--- config.mk ---
export PLATFORM = sky130hd
export DESIGN_NAME = a5_1_stream_decrypt
export DESIGN_NICKNAME = d
export VERILOG_FILES = /design/src/rtl/a5_1_stream_decrypt.sv
export SDC_FILE = /design/constraint.sdc
export NUM_CORES = 1
export LEC_CHECK = 0
export BUFFER_PORTS_ARGS = -buffer_cell sky130_fd_sc_hd__buf_2
export CORE_ASPECT_RATIO = 0.75
export CORE_MARGIN = 3
export CORE_UTILIZATION = 62
export DETAILED_ROUTE_END_ITERATION = 12
export PLACE_DENSITY = 0.92
export SYNTH_ARGS = -nofsm -noshare
export SYNTH_HDL_FRONTEND = slang
export SYNTH_SLANG_ARGS = --single-unit
export TNS_END_PERCENT = 10
--- constraint.sdc ---
create_clock -name clk -period 3.2 [get_ports clk]
set_clock_uncertainty 0.05 [all_clocks]
set_input_delay 0.16 -clock clk [delete_from_list [all_inputs] [get_ports clk]]
set_output_delay 0.16 -clock clk [all_outputs]
set_load 0.1 [all_outputs]
--- src/rtl/a5_1_stream_decrypt.sv ---
// A5/1 keystream decryptor: loads key and frame, runs majority-clocked warm-up,
// then XORs each accepted ciphertext byte with the next 8 keystream bits.
module a5_1_stream_decrypt #(
    parameter int WARMUP = 100
) (
    input  logic        clk,
    input  logic        rst,
    input  logic        start,
    input  logic [63:0] key,
    input  logic [21:0] frame,
    input  logic        in_valid,
    input  logic [7:0]  in_data,
    output logic        in_ready,
    output logic        out_valid,
    output logic [7:0]  out_data,
    input  logic        out_ready,
    output logic        busy
);

    localparam int CNT_W = (WARMUP > 64) ? $clog2(WARMUP) + 1 : 7;
    localparam logic [CNT_W-1:0] KEY_LAST   = CNT_W'(63);
    localparam logic [CNT_W-1:0] FRAME_LAST = CNT_W'(21);
    localparam logic [CNT_W-1:0] WARM_LAST  = CNT_W'(WARMUP - 1);
    localparam logic [CNT_W-1:0] GEN_LAST   = CNT_W'(7);

    typedef enum logic [2:0] {
        S_IDLE, S_LOAD_KEY, S_LOAD_FRAME, S_WARMUP, S_WAIT_IN, S_GEN, S_OUT
    } state_t;

    state_t            state_reg, state_next;
    logic [CNT_W-1:0]  cnt_reg;
    logic [18:0]       r1_reg;
    logic [21:0]       r2_reg;
    logic [22:0]       r3_reg;
    logic [63:0]       key_sh_reg;
    logic [21:0]       frame_sh_reg;
    logic [7:0]        data_reg;
    logic [6:0]        ks_reg;
    logic [7:0]        out_data_reg;

    logic take_start, take_byte, gen_done, counting;
    logic load_en, maj_en, load_bit, maj_bit, ks_bit;
    logic step1, step2, step3;
    logic fb1, fb2, fb3;

    // State register
    always_ff @(posedge clk) begin
        if (rst) state_reg <= S_IDLE;
        else     state_reg <= state_next;
    end

    // Next-state logic; start wins over a byte offered in the same cycle
    always_comb begin
        state_next = state_reg;
        case (state_reg)
            S_IDLE:       if (start) state_next = S_LOAD_KEY;
            S_LOAD_KEY:   if (cnt_reg == KEY_LAST) state_next = S_LOAD_FRAME;
            S_LOAD_FRAME: if (cnt_reg == FRAME_LAST)
                              state_next = (WARMUP == 0) ? S_WAIT_IN : S_WARMUP;
            S_WARMUP:     if (cnt_reg == WARM_LAST) state_next = S_WAIT_IN;
            S_WAIT_IN: begin
                if (start)         state_next = S_LOAD_KEY;
                else if (in_valid) state_next = S_GEN;
            end
            S_GEN:        if (cnt_reg == GEN_LAST) state_next = S_OUT;
            S_OUT:        if (out_ready) state_next = S_WAIT_IN;
            default:      state_next = S_IDLE;
        endcase
    end

    // Outputs and datapath controls decoded from the current state
    always_comb begin
        in_ready   = (state_reg == S_WAIT_IN);
        out_valid  = (state_reg == S_OUT);
        busy       = (state_reg == S_LOAD_KEY) || (state_reg == S_LOAD_FRAME) ||
                     (state_reg == S_WARMUP);
        out_data   = out_data_reg;
        take_start = start && ((state_reg == S_IDLE) || (state_reg == S_WAIT_IN));
        take_byte  = (state_reg == S_WAIT_IN) && in_valid && !start;
        gen_done   = (state_reg == S_GEN) && (cnt_reg == GEN_LAST);
        counting   = busy || (state_reg == S_GEN);
        load_en    = (state_reg == S_LOAD_KEY) || (state_reg == S_LOAD_FRAME);
        maj_en     = (state_reg == S_WARMUP) || (state_reg == S_GEN);
        load_bit   = 1'b0;
        if (state_reg == S_LOAD_KEY)   load_bit = key_sh_reg[0];
        if (state_reg == S_LOAD_FRAME) load_bit = frame_sh_reg[0];
    end

    // Register feedback, majority vote and keystream tap (all from pre-step contents)
    always_comb begin
        fb1     = r1_reg[13] ^ r1_reg[16] ^ r1_reg[17] ^ r1_reg[18] ^ load_bit;
        fb2     = r2_reg[20] ^ r2_reg[21] ^ load_bit;
        fb3     = r3_reg[7] ^ r3_reg[20] ^ r3_reg[21] ^ r3_reg[22] ^ load_bit;
        maj_bit = (r1_reg[8] & r2_reg[10]) | (r1_reg[8] & r3_reg[10]) |
                  (r2_reg[10] & r3_reg[10]);
        ks_bit  = r1_reg[18] ^ r2_reg[21] ^ r3_reg[22];
        step1   = load_en || (maj_en && (r1_reg[8]  == maj_bit));
        step2   = load_en || (maj_en && (r2_reg[10] == maj_bit));
        step3   = load_en || (maj_en && (r3_reg[10] == maj_bit));
    end

    always_ff @(posedge clk) begin
        if (rst) begin
            cnt_reg      <= '0;
            r1_reg       <= '0;
            r2_reg       <= '0;
            r3_reg       <= '0;
            key_sh_reg   <= '0;
            frame_sh_reg <= '0;
            data_reg     <= '0;
            ks_reg       <= '0;
            out_data_reg <= '0;
        end else begin
            if (!counting || (state_next != state_reg)) cnt_reg <= '0;
            else                                        cnt_reg <= cnt_reg + 1'b1;

            if (take_start) begin
                key_sh_reg   <= key;
                frame_sh_reg <= frame;
                r1_reg       <= '0;
                r2_reg       <= '0;
                r3_reg       <= '0;
            end else begin
                if (state_reg == S_LOAD_KEY)   key_sh_reg   <= key_sh_reg >> 1;
                if (state_reg == S_LOAD_FRAME) frame_sh_reg <= frame_sh_reg >> 1;
                if (step1) r1_reg <= {r1_reg[17:0], fb1};
                if (step2) r2_reg <= {r2_reg[20:0], fb2};
                if (step3) r3_reg <= {r3_reg[21:0], fb3};
            end

            // First keystream bit of a byte ends up in bit 7
            if (state_reg == S_GEN) ks_reg <= {ks_reg[5:0], ks_bit};
            if (take_byte) data_reg <= in_data;
            if (gen_done)  out_data_reg <= data_reg ^ {ks_reg, ks_bit};
        end
    end

endmodule

==> results of run 1 <==
path summary, 6_finish.rpt:
path	to	slack [ps]	cells after the start
setup / recovery	key_sh_reg[29]$_SDFFE_PP0P_	700	5
hold / removal	frame_sh_reg[16]$_SDFFE_PP0P_	-5	3
setup reg to reg	key_sh_reg[29]$_SDFFE_PP0P_	700	5
hold reg to reg	r1_reg[5]$_SDFFE_PP0P_	410	2
kinds of logic after synthesis:
family / share of synthesized area (%)
XOR/XNOR: 2.897
AO/OA/AOI/OAI: 20.58
AND/OR/NAND/NOR: 13.75
flip-flops: 46.86
adder cells (fa/ha/maj): 0.3183
multiplexers: 10.57
buffers and inverters: 5.029
through the flow:
stage / total power, mW / hold slack [ps] / util (%) / instances
after floorplan: 2.833 / 253.9 / - / 869
final: 5.148 / -5.366 / 80.94 / 1185
after CTS: 5.052 / 1.390 / 80.84 / 1183
after global placement: 2.951 / 356.9 / 69.65 / 1074
after detailed placement: 2.968 / 361.2 / 69.65 / 1074
after global routing: 5.279 / 11.76 / 80.94 / 1185
cells in the mapped netlist, types with 2 or more instances:
cell        n  share of area [%]
buf_6       6               0.86
a21o_1      4               0.38
ha_1        2               0.32
nand3_1    66                4.2
inv_1       4               0.19
clkbuf_1   40                1.9
nand2_1    29                1.4
nor2b_1     2               0.16
nor4_1      3               0.24
mux2i_1    83                 11
nor3_1      8               0.51
a22oi_1    11                1.1
buf_1       8               0.38
o21ai_0    64                4.1
a21oi_1    84                5.3
or3b_1      3               0.33
clkbuf_2    2               0.13
nor2_1    102                4.9
a21oi_2     3               0.33
dfxtp_1   184                 47
xnor2_1    23                2.6
xor2_1      3               0.33
buf_2      14               0.89
nand3b_1    4               0.38
buf_4       7               0.67
nor3b_1     2               0.19
a211oi_1   85                8.1
power breakdown:
part | leakage [nW] | switching (mW) | internal, mW | total [mW]
logic | 1.75 | 0.336 | 0.253 | 0.589
registers | 1.50 | 0.0744 | 2.39 | 2.47
clock network | 0.257 | 0.995 | 1.09 | 2.09
layer usage:
| metal | part of all wire (%) | vias up |
|---|---|---|
| met4 | 6.3 | 0 |
| met1 | 38 | 3499 |
| li1 | - | 3419 |
| met5 | 0 | - |
| met2 | 49 | 437 |
| met3 | 7.2 | 133 |
what timing repair did:
action,4_1_cts,5_1_grt
endpoints found under the hold margin,77,1
hold buffers,77,1
buffers inserted,0,0
tightest hold or removal path, cell delays in order:
cell and delay, ps:
buf_2 100, nor2_1 110, a211oi_1 60
final cells by class:
cell class | count | area, sq um
diodes | 1 | 2.502
clock buffers | 18 | 429.2
clock inverters | 14 | 142.6
fillers | 666 | 2286
inverters | 4 | 15.01
multi-input cells | 604 | 3811
flip-flops and latches | 184 | 3684
well taps | 162 | 202.7
repair buffers | 198 | 1424
==> metrics.md, run 1 <==
| Metric | Value |
|---|---|
| Final Net Count | `1110` |
| Hpwl dp | `10.82 mm` |
| Power Dens Cells | `530.1 mW/mm^2` |
| Crit end category | `flop` |
| Post-synth ARST share | `0%` |
| Syn avg cell area | `9.046 sq um` |
| Global route overflow | `0` |
| Yosys cell types | `50` |
| GR peak layer | `met2` |
| CP bufs+invs | `1` |
| Mapped cell area | `0.007861 sq mm` |
| Worst slack, placed | `956.0 ps` |
| FP Rows | `34` |
| Vias in the first global route | `7541` |
| Crit. Startpoint | `state_reg[1]$_SDFF_PP0_` |
| Via count | `7488` |
| GRT met2 Usage | `57.10%` |
| CP startpoint kind | `flop` |
| Root buf cell | `clkbuf_16` |
| Initial DRC count | `872` |
| Fmax | `0.3999 GHz` |
| Post-Synthesis Cells | `869` |
| Status | `finished, violations left` |
| Reg2reg start | `state_reg[1]$_SDFF_PP0_` |
| CP Cell Sequence | `nor2_2 -> nand2_4 -> buf_12 -> nor2_1 -> a211oi_1` |
| Design area | `0.009711 sq mm` |
| Final wirelength | `23.61 mm` |
| Critical path arrival | `2720 ps` |
| Drt drc | `0` |
| CTS tree | `yes` |
| Peak VDD IR | `0.0004509 V` |
| Clk_lat worst skew | `440 ps` |
| Clk pin slew, worst setup/hold paths | `70 ps` |
| Initial Util | `65.53%` |
| Most common cell after layout, fill and taps aside | `dfxtp_1` |
| GR Util All Layers | `33.61%` |
| Layout overhead on the synthesized area | `23.52%` |
| H-Tree Depth | `4` |
| Failing checks | `negative hold slack` |
| Port Buffers | `109` |
| Area post-placement | `0.008356 sq mm` |
| Hold Fails Final Rpt | `2` |
| Grt met3 use | `8.043%` |
| Die H | `103.5 um` |
| Core area | `0.01200 sq mm` |
| Fin crit share | `78.15%` |
| Hold Path Origin | `frame[16]` |
| Setup_tns | `0 ps` |
| First-pass GRT wire length | `37.92 mm` |
| Setup repair after global routing missed its margin | `no` |
| Placer Congestion | `0.8145` |
| Tmin final | `2501 ps` |
| Max Cap Viol | `0` |
| Met1 usage | `38.27%` |
| Clock sinks | `184` |
| Final Setup Violations | `0` |
| Largest net degree at the start of global routing | `152` |
| Die width | `136.0 um` |
| Die area | `0.01408 sq mm` |
| Worst path max stage delay | `830 ps` |
| Worst slew pin tran | `1119 ps` |
| Delay-heaviest family, CP | `flip-flops` |
| Drt pass-1 iters | `5` |
| Drt wl/cell | `19.93 um` |
| Number of flip-flops in the largest register | `64` |
| Synth warn | `0` |
| Worst-path fanout max | `151` |
| Final setup margin | `699.2 ps` |
| Clock Tree Buf Depth | `2` |
| Hold Slack | `-5.366 ps` |
| Slowest CP cell | `dfxtp_1` |
| Initial antenna violation count | `1` |
| Number of synthesized flops with an enable pin | `0` |
| Share of cells above drive strength 1 | `16.05%` |
| Via density | `6.319` |
| Worst setup path category | `flop to flop` |
| I/O Pins | `110` |
| Routed Antenna Nets | `0` |
| PostCTS Resize Cnt | `0` |
| Tightest Hold Check Type | `primary input to flop` |
| P_leak | `3.507 nW` |
| Worst relative slew slack | `25.40%` |
| Top_reg_cell synth | `dfxtp_1` |
| CP required | `3420 ps` |
| #FFs+latches synth | `184` |
| Slew Limit Fails | `0` |
| Most frequent cells in the layout | `dfxtp_1, buf_2, nor2_1, a211oi_1, a21oi_1` |
| TritonCTS Buffers | `17` |
| Net count after synthesis | `970` |
| Sequential share of the synthesized area | `46.86%` |
Note: power is estimated with default switching activity, not from simulation.
==> run 2, diff against run 1 <==
--- a/config.mk
+++ b/config.mk
@@ -8,9 +8,9 @@
 export BUFFER_PORTS_ARGS = -buffer_cell sky130_fd_sc_hd__buf_2
 export CORE_ASPECT_RATIO = 0.75
 export CORE_MARGIN = 3
-export CORE_UTILIZATION = 62
+export CORE_UTILIZATION = 52
 export DETAILED_ROUTE_END_ITERATION = 12
-export PLACE_DENSITY = 0.92
+export PLACE_DENSITY = 0.83
 export SYNTH_ARGS = -nofsm -noshare
 export SYNTH_HDL_FRONTEND = slang
 export SYNTH_SLANG_ARGS = --single-unit
==> constraint.sdc (replaced) <==
create_clock -name clk -period 2.06 [get_ports clk]
set_clock_uncertainty 0.05 [all_clocks]
set_input_delay 0.103 -clock clk [delete_from_list [all_inputs] [get_ports clk]]
set_output_delay 0.103 -clock clk [all_outputs]
set_load 0.1 [all_outputs]
==> run 2 against run 1 <==
  * Worst hold slack better by 27 ps
  * Core utilization is 11 points lower
  * The run now ends clean
  * Die area is 18% higher
  * Global-route usage is 8.6 points lower
  * Via count is 2.4% lower
  * Fmax is 25% higher
  * Critical endpoint is now key_sh_reg[28]$_SDFFE_PP0P_
  * Count of clock-buffer cells in the layout stayed put
  * Power is 59% higher
  * Sequential power is 55% higher
==> metrics.md, run 2 (synthesized netlist as in run 1, its figures left out) <==
| Metric | Value |
|---|---|
| Peak VDD IR | `0.0006508 V (was 0.0004509 V)` |
| Tightest Hold Check Type | `primary input to flop (unchanged)` |
| TritonCTS Buffers | `17 (unchanged)` |
| Initial DRC count | `849 (was 872)` |
| Hold Fails Final Rpt | `0 (was 2)` |
| First-pass GRT wire length | `34.40 mm (was 37.92 mm)` |
| Clock Tree Buf Depth | `2 (unchanged)` |
| Worst relative slew slack | `48.59% (was 25.40%)` |
| Worst slack, placed | `263.0 ps (was 956.0 ps)` |
| Drt wl/cell | `17.43 um (was 19.93 um)` |
| Placer Congestion | `0.8547 (was 0.8145)` |
| Tmin final | `2005 ps (was 2501 ps)` |
| Worst slew pin tran | `768.8 ps (was 1119 ps)` |
| GR Util All Layers | `24.99% (was 33.61%)` |
| Slowest CP cell | `dfxtp_1 (unchanged)` |
| Die width | `148.0 um (was 136.0 um)` |
| Fmax | `0.4987 GHz (was 0.3999 GHz)` |
| CP startpoint kind | `flop (unchanged)` |
| Largest net degree at the start of global routing | `152 (unchanged)` |
| Global route overflow | `0 (unchanged)` |
| Die area | `0.01664 sq mm (was 0.01408 sq mm)` |
| Critical path arrival | `2250 ps (was 2720 ps)` |
| P_leak | `3.719 nW (was 3.507 nW)` |
| Worst-path fanout max | `37 (was 151)` |
| Clk pin slew, worst setup/hold paths | `80 ps (was 70 ps)` |
| Clock sinks | `184 (unchanged)` |
| Hpwl dp | `10.71 mm (was 10.82 mm)` |
| Vias in the first global route | `7010 (was 7541)` |
| Share of cells above drive strength 1 | `16.98% (was 16.05%)` |
| Non-Filler Instances | `1253 (was 1185)` |
| Final setup margin | `54.73 ps (was 699.2 ps)` |
| Number of flip-flops in the largest register | `64 (unchanged)` |
| Inst Count DP | `1121 (was 1074)` |
| Psw | `2.146 mW (was 1.406 mW)` |
| Seq pwr share | `46.6% (was 48.0%)` |
| Most frequent cells in the layout | `dfxtp_1, buf_2, nor2_1, dlygate4sd3_1, a211oi_1 (was dfxtp_1, buf_2, nor2_1, a211oi_1, a21oi_1)` |
| Sw Ratio | `26.18% (was 27.31%)` |
| CP Cell Sequence | `nor3b_4 -> buf_12 -> mux2i_1 -> a211oi_1 (was nor2_2 -> nand2_4 -> buf_12 -> nor2_1 -> a211oi_1)` |
| Final Net Count | `1136 (was 1110)` |
| Most common cell after layout, fill and taps aside | `dfxtp_1 (unchanged)` |
| Initial Util | `53.68% (was 65.53%)` |
| Crit end category | `flop (unchanged)` |
| Max Cap Viol | `0 (unchanged)` |
| Power Dens Cells | `803.1 mW/mm^2 (was 530.1 mW/mm^2)` |
| Clock power share | `41.6% (was 40.6%)` |
| Routed Antenna Nets | `0 (unchanged)` |
| Clk_lat worst skew | `430 ps (was 440 ps)` |
| Die H | `112.5 um (was 103.5 um)` |
| Drt drc | `0 (unchanged)` |
| Worst setup path category | `flop to flop (unchanged)` |
| I/O Pins | `110 (unchanged)` |
| Worst path max stage delay | `580 ps (was 830 ps)` |
| Drt pass-1 iters | `7 (was 5)` |
| Core area | `0.01464 sq mm (was 0.01200 sq mm)` |
| Slew Limit Fails | `0 (unchanged)` |
| Fin util | `69.70% (was 80.94%)` |
| Layout overhead on the synthesized area | `29.84% (was 23.52%)` |
| CP required | `2300 ps (was 3420 ps)` |
| Combinational Power Share | `11.8% (was 11.4%)` |
| CTS tree | `yes (unchanged)` |
| Final Setup Violations | `0 (unchanged)` |
| Root buf cell | `clkbuf_16 (unchanged)` |
| Initial antenna violation count | `5 (was 1)` |
| Internal | `6.052 mW (was 3.742 mW)` |
| Port Buffers | `109 (unchanged)` |
| Final wirelength | `21.83 mm (was 23.61 mm)` |
| Via count | `7309 (was 7488)` |
| Via density | `5.833 (was 6.319)` |
| H-Tree Depth | `4 (unchanged)` |
| Status | `finished, final reports clean (was finished, violations left)` |
| Fin crit share | `97.34% (was 78.15%)` |
| FP Rows | `38 (was 34)` |
[run 2: changes by cell type in the layout (fill, tap and decap cells not counted), sizes merged]
cell,delta
inv,+4
clkinv,+2
diode,+4
clkbuf,+1
bufinv,+1
buf,+10
clkinvlp,-7
dlygate4sd3,+15
[run 2: critical path, delay by kind of cell, from the launching register on]
family	cells	cell delay, ps
AND/OR/NAND/NOR	1	380
AO/OA/AOI/OAI	1	430
multiplexers	1	120
flip-flops	1	580
buffers and inverters	1	300
[run 2: metal layers]
metal / vias up / global-route usage [%] / routed length, um
li1: 3475 / - / -
met1: 3442 / 30.55 / 8975
met2: 312 / 42.14 / 10760
met3: 80 / 4.762 / 1112
met4: 0 / 12.92 / 985
met5: - / 0 / 0
[run 2: through the flow]
step / setup TNS [ps] / cell area (sq um) / hold WS [ps] / power, mW
5_1_grt: -74.44 / 10210 / 2.724 / 8.462
6_report: 0 / 10210 / 22.00 / 8.198
4_1_cts: 0 / 10150 / 3.204 / 8.121
3_5_place_dp: 0 / 8610 / 299.8 / 4.647
2_1_floorplan: -40.37 / 7888 / 196.9 / 4.403
3_3_place_gp: 0 / 8610 / 288.8 / 4.626
[run 2: path summary, 6_finish.rpt]
path / from / to / slack, ps / depth (start not counted)
worst max-delay path: state_reg[0]$_SDFF_PP0_ / key_sh_reg[28]$_SDFFE_PP0P_ / 50 / 4
worst min-delay path: key[55] / key_sh_reg[55]$_SDFFE_PP0P_ / 20 / 3
worst max register to register: state_reg[0]$_SDFF_PP0_ / key_sh_reg[28]$_SDFFE_PP0P_ / 50 / 4
worst min register to register: r2_reg[9]$_SDFFE_PP0P_ / r2_reg[10]$_SDFFE_PP0P_ / 410 / 2
[run 2: timing repair]
item,CTS,global route
buffers inserted,0,1
resized for setup,0,1
hold endpoints to repair,93,0
endpoints found under the setup margin,0,5
hold buffers,93,0
[run 2: power groups by stage]
stage	logic [mW]	clock network (mW)	registers, mW
final	0.966	3.41	3.82
after global routing	1.04	3.58	3.84
after CTS	0.900	3.41	3.81
after detailed placement	0.757	0	3.89
after global placement	0.742	0	3.88
after floorplan	0.543	0	3.86
[run 2: cell type report]
class,count,area [sq um]
sequential,184,3684
clock buffer,18,439.2
fill,1007,4437
multi-input combinational,604,3832
timing repair buffer,224,1799
antenna,5,12.51
inverter,4,15.01
tap,200,250.2
clock inverter,14,175.2
==> run 3, diff against run 2 <==
==> constraint.sdc (replaced) <==
create_clock -name clk -period 2.06 [get_ports clk]
set_clock_uncertainty 0.05 [all_clocks]
set_input_delay 0.206 -clock clk [delete_from_list [all_inputs] [get_ports clk]]
set_output_delay 0.206 -clock clk [all_outputs]
set_load 0.1 [all_outputs]
==> run 3 against run 2 <==
  * Largest power group unchanged
  * Sequential cell count unchanged
  * Global-route usage down 4.4 points
  * Non-clock buffer count decreased by 75
  * Clock power down 5%
  * Critical path type is now flop to primary output
  * First-iteration DRC count decreased by 15%
  * Sequential share of layout area grew 3.2 points
  * The run now ends with negative hold slack left
==> metrics.md, run 3 (synthesized netlist as in run 1, its figures left out) <==
| Metric | Value |
|---|---|
| Status | `finished, violations left (was finished, final reports clean)` |
| Failing checks | `negative hold slack` |
| First-pass GRT wire length | `28.97 mm (was 34.40 mm)` |
| Routed Antenna Nets | `0 (unchanged)` |
| Clock sinks | `184 (unchanged)` |
| FF-to-FF End | `r3_reg[0]$_SDFFE_PP0P_ (was key_sh_reg[28]$_SDFFE_PP0P_)` |
| CP startpoint kind | `flop (unchanged)` |
| Drt wl/cell | `14.85 um (was 17.43 um)` |
| Initial Util | `53.68% (unchanged)` |
| Setup repair after global routing missed its margin | `no` |
| Clock Tree Buf Depth | `2 (unchanged)` |
| Final setup margin | `162.7 ps (was 54.73 ps)` |
| Worst relative slew slack | `45.47% (was 48.59%)` |
| Critical path arrival | `1640 ps (was 2250 ps)` |
| Share of cells above drive strength 1 | `18.19% (was 16.98%)` |
| Fillers | `1177 (was 1007)` |
| Worst Reg-to-Reg Cells | `6 (was 4)` |
| Worst-path fanout max | `18 (was 37)` |
| Peak VDD IR | `0.0005132 V (was 0.0006508 V)` |
| Final Net Count | `1061 (was 1136)` |
| Most common cell after layout, fill and taps aside | `dfxtp_1 (unchanged)` |
| Antenna Cells | `0 (was 5)` |
| Hold Path Stages | `3 (unchanged)` |
| CP bufs+invs | `2 (was 1)` |
| Final wirelength | `17.42 mm (was 21.83 mm)` |
| Crit end category | `primary output (was flop)` |
| GRT met2 Usage | `32.93% (was 42.14%)` |
| Tightest Hold Check Type | `primary input to flop (unchanged)` |
| Initial antenna violation count | `0 (was 5)` |
| Initial DRC count | `725 (was 849)` |
| Drt pass-1 iters | `5 (was 7)` |
| Max Cap Viol | `0 (unchanged)` |
| FP Rows | `38 (unchanged)` |
| I/O Pins | `110 (unchanged)` |
| Hold Fails Final Rpt | `1 (was 0)` |
| Hold Slack | `-0.1889 ps (was 22.00 ps)` |
| Number of flip-flops in the largest register | `64 (unchanged)` |
| CP Cell Sequence | `buf_4 -> and3_1 -> buf_2 (was nor3b_4 -> buf_12 -> mux2i_1 -> a211oi_1)` |
| P_leak | `3.364 nW (was 3.719 nW)` |
| Global route overflow | `0 (unchanged)` |
| Fin crit share | `92.10% (was 97.34%)` |
| Vias in the first global route | `6144 (was 7010)` |
| Reg2reg start | `state_reg[2]$_SDFF_PP0_ (was state_reg[0]$_SDFF_PP0_)` |
| Placer Congestion | `0.8333 (was 0.8547)` |
| Slowest CP cell | `buf_2 (was dfxtp_1)` |
| Worst setup path category | `flop to primary output (was flop to flop)` |
| Die area | `0.01664 sq mm (unchanged)` |
| Root buf cell | `clkbuf_16 (unchanged)` |
| Via density | `5.633 (was 5.833)` |
| Clk pin slew, worst setup/hold paths | `80 ps (about the same)` |
| GR peak layer | `met2 (unchanged)` |
| Tmin final | `1897 ps (was 2005 ps)` |
| Hold Path Origin | `frame[21] (was key[55])` |
| Worst slew pin tran | `815.5 ps (was 768.8 ps)` |
| Drt drc | `0 (unchanged)` |
| Tot Pwr | `7.849 mW (was 8.198 mW)` |
| GR Util All Layers | `20.64% (was 24.99%)` |
| Via count | `6607 (was 7309)` |
| Clk_lat worst skew | `430 ps (about the same)` |
| Die width | `148.0 um (unchanged)` |
| Worst path max stage delay | `440 ps (was 580 ps)` |
| Core area | `0.01464 sq mm (unchanged)` |
| Delay-heaviest family, CP | `buffers and inverters (was flip-flops)` |
| CTS tree | `yes (unchanged)` |
| Hpwl dp | `10.58 mm (was 10.71 mm)` |
| Endpoint, Worst Hold | `frame_sh_reg[21]$_SDFFE_PP0P_ (was key_sh_reg[55]$_SDFFE_PP0P_)` |
| Port Buffers | `109 (unchanged)` |
| Fin util | `64.04% (was 69.70%)` |
| Fmax | `0.5271 GHz (was 0.4987 GHz)` |
| Largest net degree at the start of global routing | `87 (was 152)` |
| TritonCTS Buffers | `17 (unchanged)` |
| Final Setup Violations | `0 (unchanged)` |
| H-Tree Depth | `4 (unchanged)` |
| Worst slack, placed | `185.6 ps (was 263.0 ps)` |
| Slew Limit Fails | `0 (unchanged)` |
| Power Dens Cells | `837.0 mW/mm^2 (was 803.1 mW/mm^2)` |
| Most frequent cells in the layout | `dfxtp_1, buf_2, nor2_1, a211oi_1, a21oi_1 (was dfxtp_1, buf_2, nor2_1, dlygate4sd3_1, a211oi_1)` |
| Post-CTS setup buffers | `0 (unchanged)` |
| Layout overhead on the synthesized area | `19.29% (was 29.84%)` |
| Setup slack, reg-to-reg | `170 ps (was 50 ps)` |
| CP required | `1800 ps (was 2300 ps)` |
| Worst path depth | `3 (was 4)` |
| Met1 usage | `28.43% (was 30.55%)` |
| Die H | `112.5 um (unchanged)` |
| Grt met3 use | `4.197% (was 4.762%)` |
| Setup_tns | `0 ps (unchanged)` |
## run 3: worst max-delay path by stage
stage	from	endpoint	slack, ps
after floorplan	state_reg[2]$_SDFF_PP0_	data_reg[0]$_SDFFE_PP0P_	-5
after global placement	state_reg[2]$_SDFF_PP0_	r3_reg[0]$_SDFFE_PP0P_	230
after detailed placement	state_reg[2]$_SDFF_PP0_	r3_reg[0]$_SDFFE_PP0P_	190
after CTS	state_reg[2]$_SDFF_PP0_	r3_reg[0]$_SDFFE_PP0P_	150
after global routing	state_reg[2]$_SDFF_PP0_	r3_reg[0]$_SDFFE_PP0P_	6
final	state_reg[2]$_SDFF_PP0_	out_valid	160
## run 3: power breakdown
group / switching (mW) / internal, mW
combinational: 0.450 / 0.352
clock: 1.58 / 1.66
sequential: 0.0856 / 3.72
total: 2.11 / 5.73
## run 3: metrics by stage
step | hold slack (ps) | instance area, sq um | instances
2_1_floorplan | 299.9 | 7888 | 869
3_3_place_gp | 393.6 | 8592 | 1122
3_5_place_dp | 401.2 | 8592 | 1122
4_1_cts | 0.2639 | 9378 | 1173
5_1_grt | 5.828 | 9378 | 1173
6_report | -0.1889 | 9378 | 1173
## run 3: final cells by class
cell class,count,area [sq um],area share (%)
multi-input combinational,604,3832,40.87
sequential,184,3684,39.28
timing repair buffer,149,1001,10.67
clock buffer,18,439.2,4.683
tap,200,250.2,2.668
clock inverter,14,156.4,1.668
inverter,4,15.01,0.1601
## run 3: layer usage
layer / wire length [um] / share of wire (%) / vias up
met1: 8260 / 47 / 3122
met2: 8283 / 48 / 157
met4: 210 / 1.2 / 0
met3: 669 / 3.8 / 17
met5: 0 / 0 / -
li1: - / - / 3311
## run 3: what timing repair did
item	in CTS	in global routing
gates resized for setup	0	0
hold buffers	19	0
hold endpoints to repair	19	0
## run 3: worst min-delay path, delay by kind of cell
kind,cells,cell delay (ps)
compound gates,1,70
buf+inv,1,90
simple gates,1,90
